$ cat src/rtl/sys_bus_ctrl.sv
// sys_bus_ctrl: system-bus master between the cache controller and external memory.
//   A read becomes a LINE_WORDS-beat word burst whose returned words are written into the
//   cache data array as a line fill. A write becomes a single write-through beat.
//   Only one transaction is in flight at a time, and every output is registered.
// Latency with mem_ready tied high: the read's sys_done arrives LINE_WORDS+1 cycles after
//   the request is sampled, together with the last fill. The write's sys_done arrives 2
//   cycles after the request.
// Backpressure: each beat holds mem_req/mem_addr until mem_ready. sys_req is sampled only
//   in IDLE.
// Ports:
//   clk, rst_n                        clock, asynchronous active-low reset
//   sys_req/sys_rw/sys_addr/sys_wdata request from the cache (SYSaddr stage)
//   sys_busy/sys_done/sys_err         status back to the cache
//   fill_we/fill_idx/fill_data        line-fill write port into the cache data array
//   mem_req/mem_we/mem_addr/mem_wdata beat request to memory; mem_ready/mem_rdata return
// Optional build macro SYSBUS_TIMEOUT_EN: aborts a beat after TIMEOUT_CYCLES cycles
//   without mem_ready and reports the abort on sys_err. Without the macro the controller
//   waits indefinitely and sys_err stays 0.

module sys_bus_ctrl #(
  parameter int ADDRWIDTH      = 32,
  parameter int DATAWIDTH      = 32,
  parameter int LINE_WORDS     = 4,
  parameter int TIMEOUT_CYCLES = 255
) (
  input  logic                          clk,
  input  logic                          rst_n,
  input  logic                          sys_req,
  input  logic                          sys_rw,
  input  logic [ADDRWIDTH-1:0]          sys_addr,
  input  logic [DATAWIDTH-1:0]          sys_wdata,
  output logic                          sys_busy,
  output logic                          sys_done,
  output logic                          sys_err,
  output logic                          fill_we,
  output logic [$clog2(LINE_WORDS)-1:0] fill_idx,
  output logic [DATAWIDTH-1:0]          fill_data,
  output logic                          mem_req,
  output logic                          mem_we,
  output logic [ADDRWIDTH-1:0]          mem_addr,
  output logic [DATAWIDTH-1:0]          mem_wdata,
  input  logic                          mem_ready,
  input  logic [DATAWIDTH-1:0]          mem_rdata
);

  localparam int IDXW = $clog2(LINE_WORDS);
  // Byte-offset bits inside a line. These bits are replaced by the beat offset on reads.
  localparam int OFFW = IDXW + 2;

  // Reject parameter sets that the address arithmetic below cannot handle.
  if (LINE_WORDS < 2 || (LINE_WORDS & (LINE_WORDS - 1)) != 0 || TIMEOUT_CYCLES < 1)
  begin : g_bad_param
    $error("sys_bus_ctrl: LINE_WORDS must be a power of two >= 2 and TIMEOUT_CYCLES >= 1");
  end

  typedef enum logic [1:0] {IDLE, RD, WR, DONE} state_t;

  state_t                state, state_nxt;
  logic [ADDRWIDTH-1:0]  addr_q, addr_nxt;
  logic [DATAWIDTH-1:0]  wdata_q, wdata_nxt;
  logic [IDXW-1:0]       beat, beat_nxt;
  logic                  last_beat;
  logic                  tmo;

  // Next-cycle values of the registered outputs.
  logic                  busy_d, done_d, err_d, fill_we_d, mem_req_d, mem_we_d;
  logic [IDXW-1:0]       fill_idx_d;
  logic [DATAWIDTH-1:0]  fill_data_d, mem_wdata_d;
  logic [ADDRWIDTH-1:0]  mem_addr_d;

  assign last_beat = (beat == IDXW'(LINE_WORDS - 1));

  // Request fields are captured in IDLE. After that, only the latched copies are used.
  assign addr_nxt  = (state == IDLE) ? sys_addr  : addr_q;
  assign wdata_nxt = (state == IDLE) ? sys_wdata : wdata_q;

`ifdef SYSBUS_TIMEOUT_EN
  localparam int WW = ($clog2(TIMEOUT_CYCLES + 1) > 8) ? $clog2(TIMEOUT_CYCLES + 1) : 8;
  logic [WW-1:0] wcnt;

  // mem_req is high exactly while in RD/WR. The abort fires on the cycle in which the
  // counter would reach TIMEOUT_CYCLES, so mem_req is high for TIMEOUT_CYCLES cycles.
  assign tmo = (state == RD || state == WR) && !mem_ready &&
               (wcnt == WW'(TIMEOUT_CYCLES - 1));

  always_ff @(posedge clk or negedge rst_n) begin
    if (!rst_n) begin
      wcnt <= '0;
    end else if (state == IDLE || state == DONE || mem_ready) begin
      wcnt <= '0;
    end else begin
      wcnt <= wcnt + 1'b1;
    end
  end
`else
  assign tmo = 1'b0;
`endif

  // State register, latched request, and output registers.
  always_ff @(posedge clk or negedge rst_n) begin
    if (!rst_n) begin
      state     <= IDLE;
      beat      <= '0;
      addr_q    <= '0;
      wdata_q   <= '0;
      sys_busy  <= 1'b0;
      sys_done  <= 1'b0;
      sys_err   <= 1'b0;
      fill_we   <= 1'b0;
      fill_idx  <= '0;
      fill_data <= '0;
      mem_req   <= 1'b0;
      mem_we    <= 1'b0;
      mem_addr  <= '0;
      mem_wdata <= '0;
    end else begin
      state     <= state_nxt;
      beat      <= beat_nxt;
      addr_q    <= addr_nxt;
      wdata_q   <= wdata_nxt;
      sys_busy  <= busy_d;
      sys_done  <= done_d;
      sys_err   <= err_d;
      fill_we   <= fill_we_d;
      fill_idx  <= fill_idx_d;
      fill_data <= fill_data_d;
      mem_req   <= mem_req_d;
      mem_we    <= mem_we_d;
      mem_addr  <= mem_addr_d;
      mem_wdata <= mem_wdata_d;
    end
  end

  // Next-state logic.
  always_comb begin
    state_nxt = state;
    beat_nxt  = beat;
    case (state)
      IDLE: begin
        beat_nxt = '0;
        if (sys_req) state_nxt = sys_rw ? WR : RD;
      end
      RD: begin
        if (mem_ready) begin
          // The counter stops at LINE_WORDS-1. It returns to 0 only in IDLE.
          if (last_beat) state_nxt = DONE;
          else           beat_nxt  = beat + 1'b1;
        end else if (tmo) begin
          state_nxt = DONE;
        end
      end
      WR: begin
        if (mem_ready || tmo) state_nxt = DONE;
      end
      default: state_nxt = IDLE;  // DONE lasts exactly one cycle
    endcase
  end

  // Output logic. Each output is derived from the transition about to be taken, so the
  // registered value lines up with the state it belongs to.
  always_comb begin
    busy_d      = (state_nxt != IDLE);
    done_d      = (state_nxt == DONE);
    err_d       = (state_nxt == DONE) && tmo;
    mem_req_d   = (state_nxt == RD) || (state_nxt == WR);
    mem_we_d    = (state_nxt == WR);
    fill_we_d   = (state == RD) && mem_ready;
    fill_idx_d  = fill_idx;
    fill_data_d = fill_data;
    mem_addr_d  = mem_addr;
    mem_wdata_d = mem_wdata;
    if (fill_we_d) begin
      fill_idx_d  = beat;
      fill_data_d = mem_rdata;
    end
    if (state_nxt == RD) begin
      // Line-aligned base plus the beat offset. Input alignment bits are discarded.
      mem_addr_d = {addr_nxt[ADDRWIDTH-1:OFFW], beat_nxt, 2'b00};
    end else if (state_nxt == WR) begin
      mem_addr_d  = addr_nxt;
      mem_wdata_d = wdata_nxt;
    end
  end

endmodule

$ cat config.mk
export PLATFORM = sky130hd
export DESIGN_NAME = sys_bus_ctrl
export DESIGN_NICKNAME = d
export VERILOG_FILES = /design/src/rtl/sys_bus_ctrl.sv
export SDC_FILE = /design/constraint.sdc
export NUM_CORES = 1
export LEC_CHECK = 0
export CAP_MARGIN = 0
export CORE_MARGIN = 2
export CORE_UTILIZATION = 44
export CTS_BUF_LIST = sky130_fd_sc_hd__clkbuf_4
export CTS_CLUSTER_SIZE = 28
export DETAILED_ROUTE_END_ITERATION = 8
export GPL_ROUTABILITY_DRIVEN = 0
export PLACE_DENSITY = 0.8
export SYNTH_ARGS = -nofsm -noshare
export SYNTH_HDL_FRONTEND = slang
export SYNTH_SLANG_ARGS = --single-unit
$ cat constraint.sdc
create_clock -name clk -period 2.3 [get_ports clk]
set_input_delay 0.345 -clock clk [delete_from_list [all_inputs] [get_ports clk]]
set_output_delay 0.345 -clock clk [all_outputs]
set_load 0.05 [all_outputs]
After elaboration in Yosys (flattened, before gate mapping)
Cells that the tools add are included.
{ "totals": {"register_bits": 171, "output_inout_bits": 104} }
{ "op_classes": {"n_addsub": 1, "n_eq_ne": 6, "n_mux": 13, "bitwise": 1, "reduce_logical": 6} }
{ "ops": {"columns": ["operator", "n"], "rows": [
  ["32-bit two-way mux", 4],
  ["2-bit two-way mux", 7],
  ["2-bit equality test (second input constant)", 4],
  ["2-bit case mux with 3 select lines", 1],
  ["2-bit by 1-bit equality test with 1-bit output (second input constant)", 2],
  ["2-bit case mux with 2 select lines", 1],
  ["2-bit nonzero test", 2],
  ["2-bit by 1-bit adder with 2-bit output (second input constant)", 1],
  ["2-bit logical NOT", 1],
  ["2-bit AND reduction", 1],
  ["1-bit logical AND", 1],
  ["1-bit logical OR", 1],
  ["1-bit inverter", 1]
]} }

Depth between registers and ports, before layout
Gate-level depths: netlist of run 1.
{ "logic_depth": {"ltp_word": 7, "depth_mapped": 9} }

Worst setup path after synthesis of run 1
No wires, ideal clock.
{ "synth_path": {"path_type": "register to register", "startpoint": "register state[1]", "endpoint": "register mem_addr[21]", "setup_time_ns": 0.125, "arrival_time_ns": 2.151, "t_required_ns": 2.175, "setup_slack_ns": 0.025, "stages_incl_launch_ff": 9, "path_buffers": 3, "synth_period_minus_slack_ns": 2.275, "cell_sequence": "dfrtp_1 > buf_4 > nor2b_1 > nand4_1 > o21a_1 > ha_1 > clkbuf_1 > buf_2 > mux2_2"} }
{ "synth_between": {"elab_chain_cells": 5, "elab_cells_between_ends": 14, "cone_classes": "eq/ne (4); mux (8); reduce/logical (2)"} }
{ "synth_lines": {"columns": ["item", "line", "rtl"], "rows": [
  ["from (decl)", "58", "state_t state, state_nxt;"],
  ["from (signal assigned)", "117", "state <= state_nxt;"],
  ["2-bit two-way mux", "146", "if (last_beat) state_nxt = DONE;"],
  ["2-bit two-way mux", "144", "if (mem_ready) begin"],
  ["2-bit case mux with 3 select lines", "138", "case (state)"],
  ["2-bit by 1-bit equality test with 1-bit output or 2-bit equality test (tied branches)", "176, 179", null],
  ["32-bit two-way mux or 2-bit nonzero test (tied branches)", null, null],
  ["to (signal assigned)", "129", "mem_addr <= mem_addr_d;"],
  ["to (decl)", "40", "output logic [ADDRWIDTH-1:0] mem_addr,"]
]} }
Parallel ways exist; a longest one is shown, timed or not. The select of a mux whose other input is x is not followed.
A chain may end at the register's enable or synchronous reset.

Worst setup path after layout of run 1
{ "layout_path": {"startpoint": "register mem_addr[23]", "endpoint": "output mem_addr[23]"} }
No word-level cell between the ends.

==> results of run 1 <==
[routing by layer]
metal / GRT usage [%] / part of all wire, %
met3: 8.00 / 7.7
met1: 22.3 / 41
met4: 5.43 / 1.9
met2: 29.1 / 50
met5: 0 / 0
[path summary, 6_finish.rpt]
path | endpoint | from | slack (ps)
worst max register to register | mem_addr[6]$_DFFE_PN0P_ | state[1]$_DFF_PN0_ | 240
worst max-delay path | mem_addr[23] | mem_addr[23]$_DFFE_PN0P_ | 210
worst min register to register | wdata_q[12]$_DFF_PN0_ | wdata_q[12]$_DFF_PN0_ | 500
max in group asynchronous | mem_wdata[27]$_DFFE_PN0P_ | rst_n | 1180
worst min-delay path | mem_addr[17]$_DFFE_PN0P_ | rst_n | 330
min in group clk | fill_data[11]$_DFFE_PN0P_ | mem_rdata[11] | 420
[area by class of cell]
| class | count | area share (%) |
|---|---|---|
| inverter | 6 | 0.241 |
| tap | 188 | 2.52 |
| sequential | 171 | 45.8 |
| timing repair buffer | 223 | 24.0 |
| multi-input combinational | 187 | 24.3 |
| clock inverter | 11 | 1.63 |
| clock buffer | 19 | 1.53 |
[metrics by stage]
step	setup WS (ps)	area (um^2)
floorplan	24.7	6700
global placement	-71.8	9050
detailed placement	-105	9050
CTS	137	9350
global route	46.1	9350
finish	207	9350
[cells in the final DEF (no fill, tap or decap), drive strengths merged, types with 3 or more instances in the layout]
| cell | netlist | final |
|---|---|---|
| inv | 6 | 6 |
| bufinv | 0 | 4 |
| clkbuf | 3 | 19 |
| clkdlybuf4s50 | 0 | 202 |
| a21oi | 3 | 3 |
| nand2 | 3 | 3 |
| clkinv | 0 | 6 |
| dfrtp | 171 | 171 |
| mux2 | 158 | 158 |
| buf | 17 | 20 |
| ha | 4 | 4 |
[worst register-to-register path, delay by kind of cell, from the launching register on]
kind                       cells  cell delay [ps]
adders and majority gates      1              390
DFF                            1              510
buffers and inverters          1              210
and+or+nand+nor                2              330
AOI/OAI and AO/OA              1              150
muxes                          1              360
[registers in the layout, indices dropped and copies added (netlist names)]
name / count
addr_q: 32
beat: 2
fill_data: 32
fill_idx: 2
fill_we: 1
mem_addr: 32
mem_req: 1
mem_wdata: 32
mem_we: 1
state: 2
sys_busy: 1
sys_done: 1
wdata_q: 32
[cells by family (layout without fill, tap and decap cells)]
logic type,after synthesis,in the layout,share of synthesized area (%)
compound gates,15,15,1.64
mux,158,158,30.6
flops,171,171,63.9
buf+inv,26,259,2.35
fa+ha+maj,4,4,0.747
other cells,1,1,0.0560
simple gates,9,9,0.747
==> metrics.md, run 1 <==
| Metric | Value |
|---|---|
| CP bufs+invs | `1` |
| CTS max path bufs | `2` |
| Vias in the first global route | `4383` |
| Setup violations, final | `0` |
| Number of top-level pins | `205` |
| Initial Util | `44.6%` |
| Period minus WS final | `2090 ps` |
| Max_cap viols | `0` |
| Sequential-to-total area share from yosys stat | `63.9%` |
| Nets | `711` |
| Sequential Area | `0.00428 mm^2` |
| DP Cell Count | `774` |
| Measured slew at the worst slew-check pin | `566 ps` |
| Total gr overflow | `0` |
| Iteration-0 DRC Markers | `140` |
| Synth top cells by count | `171 x dfrtp_1, 86 x mux2_2, 72 x mux2_4, 9 x buf_2, 6 x inv_1` |
| Final WL | `14200 um` |
| Post-route non-filler standard cell count | `805` |
| Ys flop type | `dfrtp_1` |
| Worst Path Required | `1960 ps` |
| Rel. slew slack | `62.1%` |
| Max-slew violations | `0` |
| Hold buffers post-CTS | `1` |
| Reg clk slew, reported paths | `120 ps` |
| CP Depth | `1` |
| Routed len/inst | `17.6 um` |
| Critical path's largest stage delay | `850 ps` |
| Net Count, Synth | `489` |
| Initial antenna violation count | `0` |
| Mapped cell area | `0.00670 mm^2` |
| #FFs+latches synth | `171` |
| Root buf cell | `clkbuf_4` |
| H-tree depth | `4` |
| Most frequent cell after synthesis | `dfrtp_1` |
| Ranking of synthesized cells by area | `dfrtp_1 64%, mux2_4 16%, mux2_2 14%` |
| Largest net degree at the start of global routing | `60` |
| Status | `completed` |
| Clk sinks | `171` |
| CP max FO | `2` |
| EDFF count, synth | `0` |
| Delay-heaviest family, CP | `buffers and inverters` |
| Proportion of layout cells with a drive suffix above 1 | `33.4%` |
| Port bufs | `203` |
| YS warnings | `0` |
| Number of setup buffers added after CTS | `0` |
| Post-synth cell types | `26` |
| Vias per Instance | `4.87` |
| Mapped Avg Cell Area | `17.4 um^2` |
| CP Launch Type | `flip-flop` |
| Final hold vios | `0` |
| WHS | `327 ps` |
| Cells after synthesis | `384` |
| DRC Markers | `0` |
| Period utilisation layout | `91.0%` |
| Die Ht | `127 um` |
| Yosys top cell by area | `dfrtp_1` |
| Ys async rst share | `100%` |
| Max Clk Rate | `478 MHz` |
| Critical-path cell list | `clkdlybuf4s50_1` |
| Final Skew | `15.1 ps` |
| DRT antenna net count | `0` |
| Vias | `3920` |
| CTS tree | `built` |
| Global-route wire length before repair | `22800 um` |
| Row cnt | `45` |
| Cts bufs inserted | `17` |
| Core area | `0.0150 mm^2` |
| Number of antenna diodes | `0` |
| Multi-input logic area | `0.00227 mm^2` |
| Die W | `127 um` |
| Critical-path top delay cell | `clkdlybuf4s50_1` |
| CTS resizes | `0` |
| Worst Path Arrival | `1750 ps` |
| RSZ-0062 raised after global routing | `false` |
| Fill count | `1131` |
| Setup TNS | `0 ps` |
| Global Route Usage Sum | `18.1%` |
| DP Wirelength | `10300 um` |
| First-pass DRT Iterations | `4` |
| Worst skew pair latency | `530 ps` |
| Area Overhead vs Synth | `39.6%` |
| Die area | `0.0162 mm^2` |
| Synth top area share | `63.9%` |
| Post-Route Utilization | `62.2%` |
| Kind of critical path | `reg -> out` |
| Critical Path Sink Type | `primary output` |
| R2R cell count | `6` |
| Worst Hold Class | `in -> async` |
Power of run 1 is left out: the tool's default activity adds up to more than one toggle a clock period on the data nets, which glitch-free logic cannot reach.
==> run 2: changes to the inputs <==
--- a/config.mk
+++ b/config.mk
@@ -6,9 +6,10 @@
 export NUM_CORES = 1
 export LEC_CHECK = 0
 export CAP_MARGIN = 0
-export CORE_MARGIN = 2
+export CORE_MARGIN = 3
 export CORE_UTILIZATION = 44
 export CTS_BUF_LIST = sky130_fd_sc_hd__clkbuf_4
+export CTS_CLUSTER_DIAMETER = 30
 export CTS_CLUSTER_SIZE = 28
 export DETAILED_ROUTE_END_ITERATION = 8
 export GPL_ROUTABILITY_DRIVEN = 0
==> run 2 against run 1 <==
Compared with the run above: clock skew grew 3.4 ps; die area is 3.2% higher; first-iteration DRC count grew 22%; cell count down 0.50%; register-to-register slack worse by 60 ps; largest cell class unchanged.
==> metrics.md, run 2 (synthesis results as in run 1) <==
| Metric | Value |
|---|---|
| Area Overhead vs Synth | `38.6%` |
| Setup TNS | `0 ps` |
| Worst Path Arrival | `2610 ps` |
| Row cnt | `44` |
| Reg-to-reg startpoint | `state[1]$_DFF_PN0_` |
| Root buf cell | `clkbuf_4` |
| Critical Path Sink Type | `flip-flop` |
| Critical-path top delay cell | `dfrtp_1` |
| Port bufs | `203` |
| Die Ht | `129 um` |
| Status | `completed` |
| CP bufs+invs | `0` |
| Cts bufs inserted | `17` |
| CP max FO | `9` |
| Max-slew violations | `0` |
| Period utilisation layout | `92.2%` |
| Final hold vios | `0` |
| Proportion of layout cells with a drive suffix above 1 | `33.7%` |
| First-pass DRT Iterations | `4` |
| Critical path's largest stage delay | `520 ps` |
| DRT antenna net count | `0` |
| Global Route Usage Sum | `17.6%` |
| Number of setup buffers added after CTS | `0` |
| Delay-heaviest family, CP | `compound AO/OA/AOI/OAI gates` |
| CTS max path bufs | `2` |
| Core area | `0.0147 mm^2` |
| Clk sinks | `171` |
| Measured slew at the worst slew-check pin | `566 ps` |
| Hold buffers post-CTS | `1` |
| WHS | `319 ps` |
| Most frequent cells in the layout | `202 x clkdlybuf4s50_1, 171 x dfrtp_1, 86 x mux2_2` |
| Routed len/inst | `17.7 um` |
| Number of top-level pins | `205` |
| Global-route wire length before repair | `22800 um` |
| Number of antenna diodes | `0` |
| H-tree depth | `4` |
| Setup violations, final | `0` |
| Minimum setup slack among reg-to-reg paths | `180 ps` |
| Rel. slew slack | `62.2%` |
| Vias | `3971` |
| Kind of critical path | `reg -> reg` |
| Largest net degree at the start of global routing | `63` |
| RSZ-0062 raised after global routing | `false` |
| Die W | `129 um` |
| Final Skew | `18.6 ps` |
| Reg clk slew, reported paths | `140 ps` |
| DP Wirelength | `10300 um` |
| Initial antenna violation count | `0` |
| CP Launch Type | `flip-flop` |
| Final WL | `14200 um` |
| Initial Util | `45.6%` |
| Iteration-0 DRC Markers | `171` |
| DRC Markers | `0` |
| Leading cell type in the layout, fill and taps excluded | `clkdlybuf4s50_1` |
| Vias in the first global route | `4466` |
| CTS resizes | `0` |
| Vias per Instance | `4.96` |
| Total gr overflow | `0` |
| Die area | `0.0167 mm^2` |
| Worst skew pair latency | `550 ps` |
| Worst Path Required | `2790 ps` |
| Worst Hold Class | `in -> async` |
| CTS tree | `built` |
| Max Clk Rate | `472 MHz` |
| Nets | `709` |
| Critical-path cell list | `nor2b_1, nand4_1, o21a_1, ha_1, nand2_1, a2111oi_0, a221o_1` |
| Max_cap viols | `0` |
| Critical Path Start | `state[1]$_DFF_PN0_` |
| Period minus WS final | `2120 ps` |
-- run 2: cell type report --
class | instances | area (um^2)
Timing Repair Buffer | 221 | 2260
Fill cell | 1101 | 5410
Multi-Input combinational cell | 187 | 2270
Tap cell | 184 | 230
Inverter | 6 | 22.5
Sequential cell | 171 | 4280
Clock inverter | 15 | 97.6
Clock buffer | 17 | 128
-- run 2: per-stage QoR --
step                util [%]  instance area (um^2)  setup slack [ps]  std cells
floorplan                  -                  6700              24.7        384
global placement        61.6                  9050             -3.65        768
detailed placement      61.6                  9050              -112        768
CTS                     63.2                  9290               109        801
global route            63.2                  9290              36.5        801
finish                  63.2                  9290               179        801
-- run 2: path summary, 6_finish.rpt --
kind,depth (start not counted),to
worst max-delay path,7,mem_addr[2]$_DFFE_PN0P_
worst min-delay path,2,fill_data[7]$_DFFE_PN0P_
worst max register to register,7,mem_addr[2]$_DFFE_PN0P_
worst min register to register,1,wdata_q[20]$_DFF_PN0_
max in group asynchronous,3,addr_q[12]$_DFF_PN0_
min in group clk,2,fill_data[6]$_DFFE_PN0P_
-- run 2: layer usage --
layer	routed length (um)	part of all wire [%]	up-vias	global-route usage, %
met5	0	0	-	0
met1	5680	40	2034	20.9
met4	149	1.1	0	5.19
met2	7160	51	133	29.1
li1	-	-	1792	-
met3	1160	8.2	12	7.83
-- run 2: worst register-to-register path: cells and delay by family (launching register included) --
kind                     cells  cell delay (ps)
AO/OA/AOI/OAI                3              750
AND/OR/NAND/NOR              3              440
adder cells (fa/ha/maj)      1              370
flip-flops                   1              520
Power of run 2 is left out for the same reason.
==> run 3: changes to the inputs <==
--- a/config.mk
+++ b/config.mk
@@ -14,6 +14,7 @@
 export DETAILED_ROUTE_END_ITERATION = 8
 export GPL_ROUTABILITY_DRIVEN = 0
 export PLACE_DENSITY = 0.8
+export REMOVE_ABC_BUFFERS = 1
 export SYNTH_ARGS = -nofsm -noshare
 export SYNTH_HDL_FRONTEND = slang
 export SYNTH_SLANG_ARGS = --single-unit
==> run 3 against run 2 <==
Compared with the run above: via count is 2.1% lower; setup slack gained 8.3 ps; register-to-register slack better by 100 ps; clock skew is essentially flat; wire length down 0.23%; die area stayed put; utilization up 0.44 points; non-clock buffer count down 3; hold slack gained 57 ps; highest routed layer unchanged.
==> metrics.md, run 3 (synthesis results as in run 1) <==
| Metric | Value |
|---|---|
| Nets | `706` |
| Worst Path Required | `1960 ps` |
| Initial Util | `45.6%` |
| Worst Hold Class | `in -> async` |
| Kind of critical path | `reg -> out` |
| Proportion of layout cells with a drive suffix above 1 | `33.1%` |
| Iteration-0 DRC Markers | `177` |
| DP Wirelength | `10100 um` |
| DRT antenna net count | `0` |
| Row cnt | `44` |
| Clk sinks | `171` |
| Worst Path Arrival | `1770 ps` |
| Sequential Area | `0.00428 mm^2` |
| Measured slew at the worst slew-check pin | `613 ps` |
| Max-slew violations | `0` |
| DP Cell Count | `765` |
| Global-route wire length before repair | `22500 um` |
| Root buf cell | `clkbuf_4` |
| CP Launch Type | `flip-flop` |
| Setup violations, final | `0` |
| Most frequent cells in the layout | `202 x clkdlybuf4s50_1, 171 x dfrtp_1, 86 x mux2_2` |
| Fill count | `1053` |
| Period utilisation layout | `91.8%` |
| Fin area | `0.00935 mm^2` |
| Routed len/inst | `17.8 um` |
| Vias | `3887` |
| Post-route non-filler standard cell count | `795` |
| Delay-heaviest family, CP | `buffers and inverters` |
| RSZ-0062 raised after global routing | `false` |
| Area Overhead vs Synth | `39.6%` |
| Rel. slew slack | `59.1%` |
| Max Clk Rate | `473 MHz` |
| Max_cap viols | `0` |
| Critical path's largest stage delay | `830 ps` |
| Total gr overflow | `0` |
| Critical-path top delay cell | `clkdlybuf4s50_1` |
| Global Route Usage Sum | `17.5%` |
| CP bufs+invs | `1` |
| Worst skew pair latency | `530 ps` |
| Number of top-level pins | `205` |
| H-tree depth | `4` |
| Die W | `129 um` |
| Final hold vios | `0` |
| Reg clk slew, reported paths | `130 ps` |
| Core area | `0.0147 mm^2` |
| Critical-path cell list | `clkdlybuf4s50_1` |
| Leading cell type in the layout, fill and taps excluded | `clkdlybuf4s50_1` |
| Die area | `0.0167 mm^2` |
| Status | `completed` |
| Final worst setup slack | `188 ps` |
| Period minus WS final | `2110 ps` |
| Final Skew | `18.7 ps` |
| Largest net degree at the start of global routing | `65` |
| Multi-input logic area | `0.00227 mm^2` |
| Cts bufs inserted | `17` |
| Placed Area | `0.00903 mm^2` |
| Setup WS pre-CTS | `-62.3 ps` |
| Vias per Instance | `4.89` |
| Number of antenna diodes | `0` |
| Post-Route Utilization | `63.6%` |
| Critical Path Sink Type | `primary output` |
| Port bufs | `203` |
| Final WL | `14100 um` |
| CTS tree | `built` |
| CTS max path bufs | `2` |
| Initial antenna violation count | `0` |
| Vias in the first global route | `4246` |
| First-pass DRT Iterations | `4` |
| Die Ht | `129 um` |
| Number of setup buffers added after CTS | `0` |
| DRC Markers | `0` |
| CP max FO | `2` |
==> run 3: worst register-to-register path, cell delays in order, from the launching register on <==
cell and delay, ps:
dfrtp_1 510, nor2b_1 190, nand4_1 130, o21a_1 150, ha_1 350, buf_12 220
mux2_2 380
==> run 3: final timing paths <==
path / to / depth (start not counted) / from / slack [ps]
max: mem_wdata[2] / 1 / mem_wdata[2]$_DFFE_PN0P_ / 190
min: fill_data[8]$_DFFE_PN0P_ / 2 / rst_n / 380
max reg2reg: mem_addr[11]$_DFFE_PN0P_ / 6 / state[1]$_DFF_PN0_ / 280
min reg2reg: wdata_q[5]$_DFF_PN0_ / 1 / wdata_q[5]$_DFF_PN0_ / 510
max in group asynchronous: mem_wdata[5]$_DFFE_PN0P_ / 3 / rst_n / 1190
min in group clk: fill_data[8]$_DFFE_PN0P_ / 2 / mem_rdata[8] / 410
==> run 3: timing repair <==
action | in CTS | in global routing
endpoints found under the hold margin | 62 | 0
endpoints found under the setup margin | 0 | 0
gates resized for setup | 0 | 0
hold buffers | 1 | 0
==> run 3: area by class of cell <==
type	count	share of cell area, %
flip-flops and latches	171	45.8
well taps	184	2.46
clock buffers	18	1.45
inverters	6	0.241
multi-input cells	187	24.3
clock inverters	11	1.90
repair buffers	218	23.9
==> run 3: metrics by stage <==
step | hold slack [ps] | setup TNS [ps]
finish | 376 | 0
global route | 340 | 0
CTS | 334 | 0
detailed placement | 389 | -1420
global placement | 367 | -1010
floorplan | 49.4 | -134420
==> run 3: routing by layer <==
metal | vias to the layer above | global-route usage [%] | wire length (um)
met2 | 118 | 27.3 | 6870
met3 | 22 | 6.14 | 916
met4 | 0 | 6.49 | 299
li1 | 1786 | - | -
met1 | 1961 | 22.7 | 6040
met5 | - | 0 | 0
Power of run 3 is left out for the same reason.
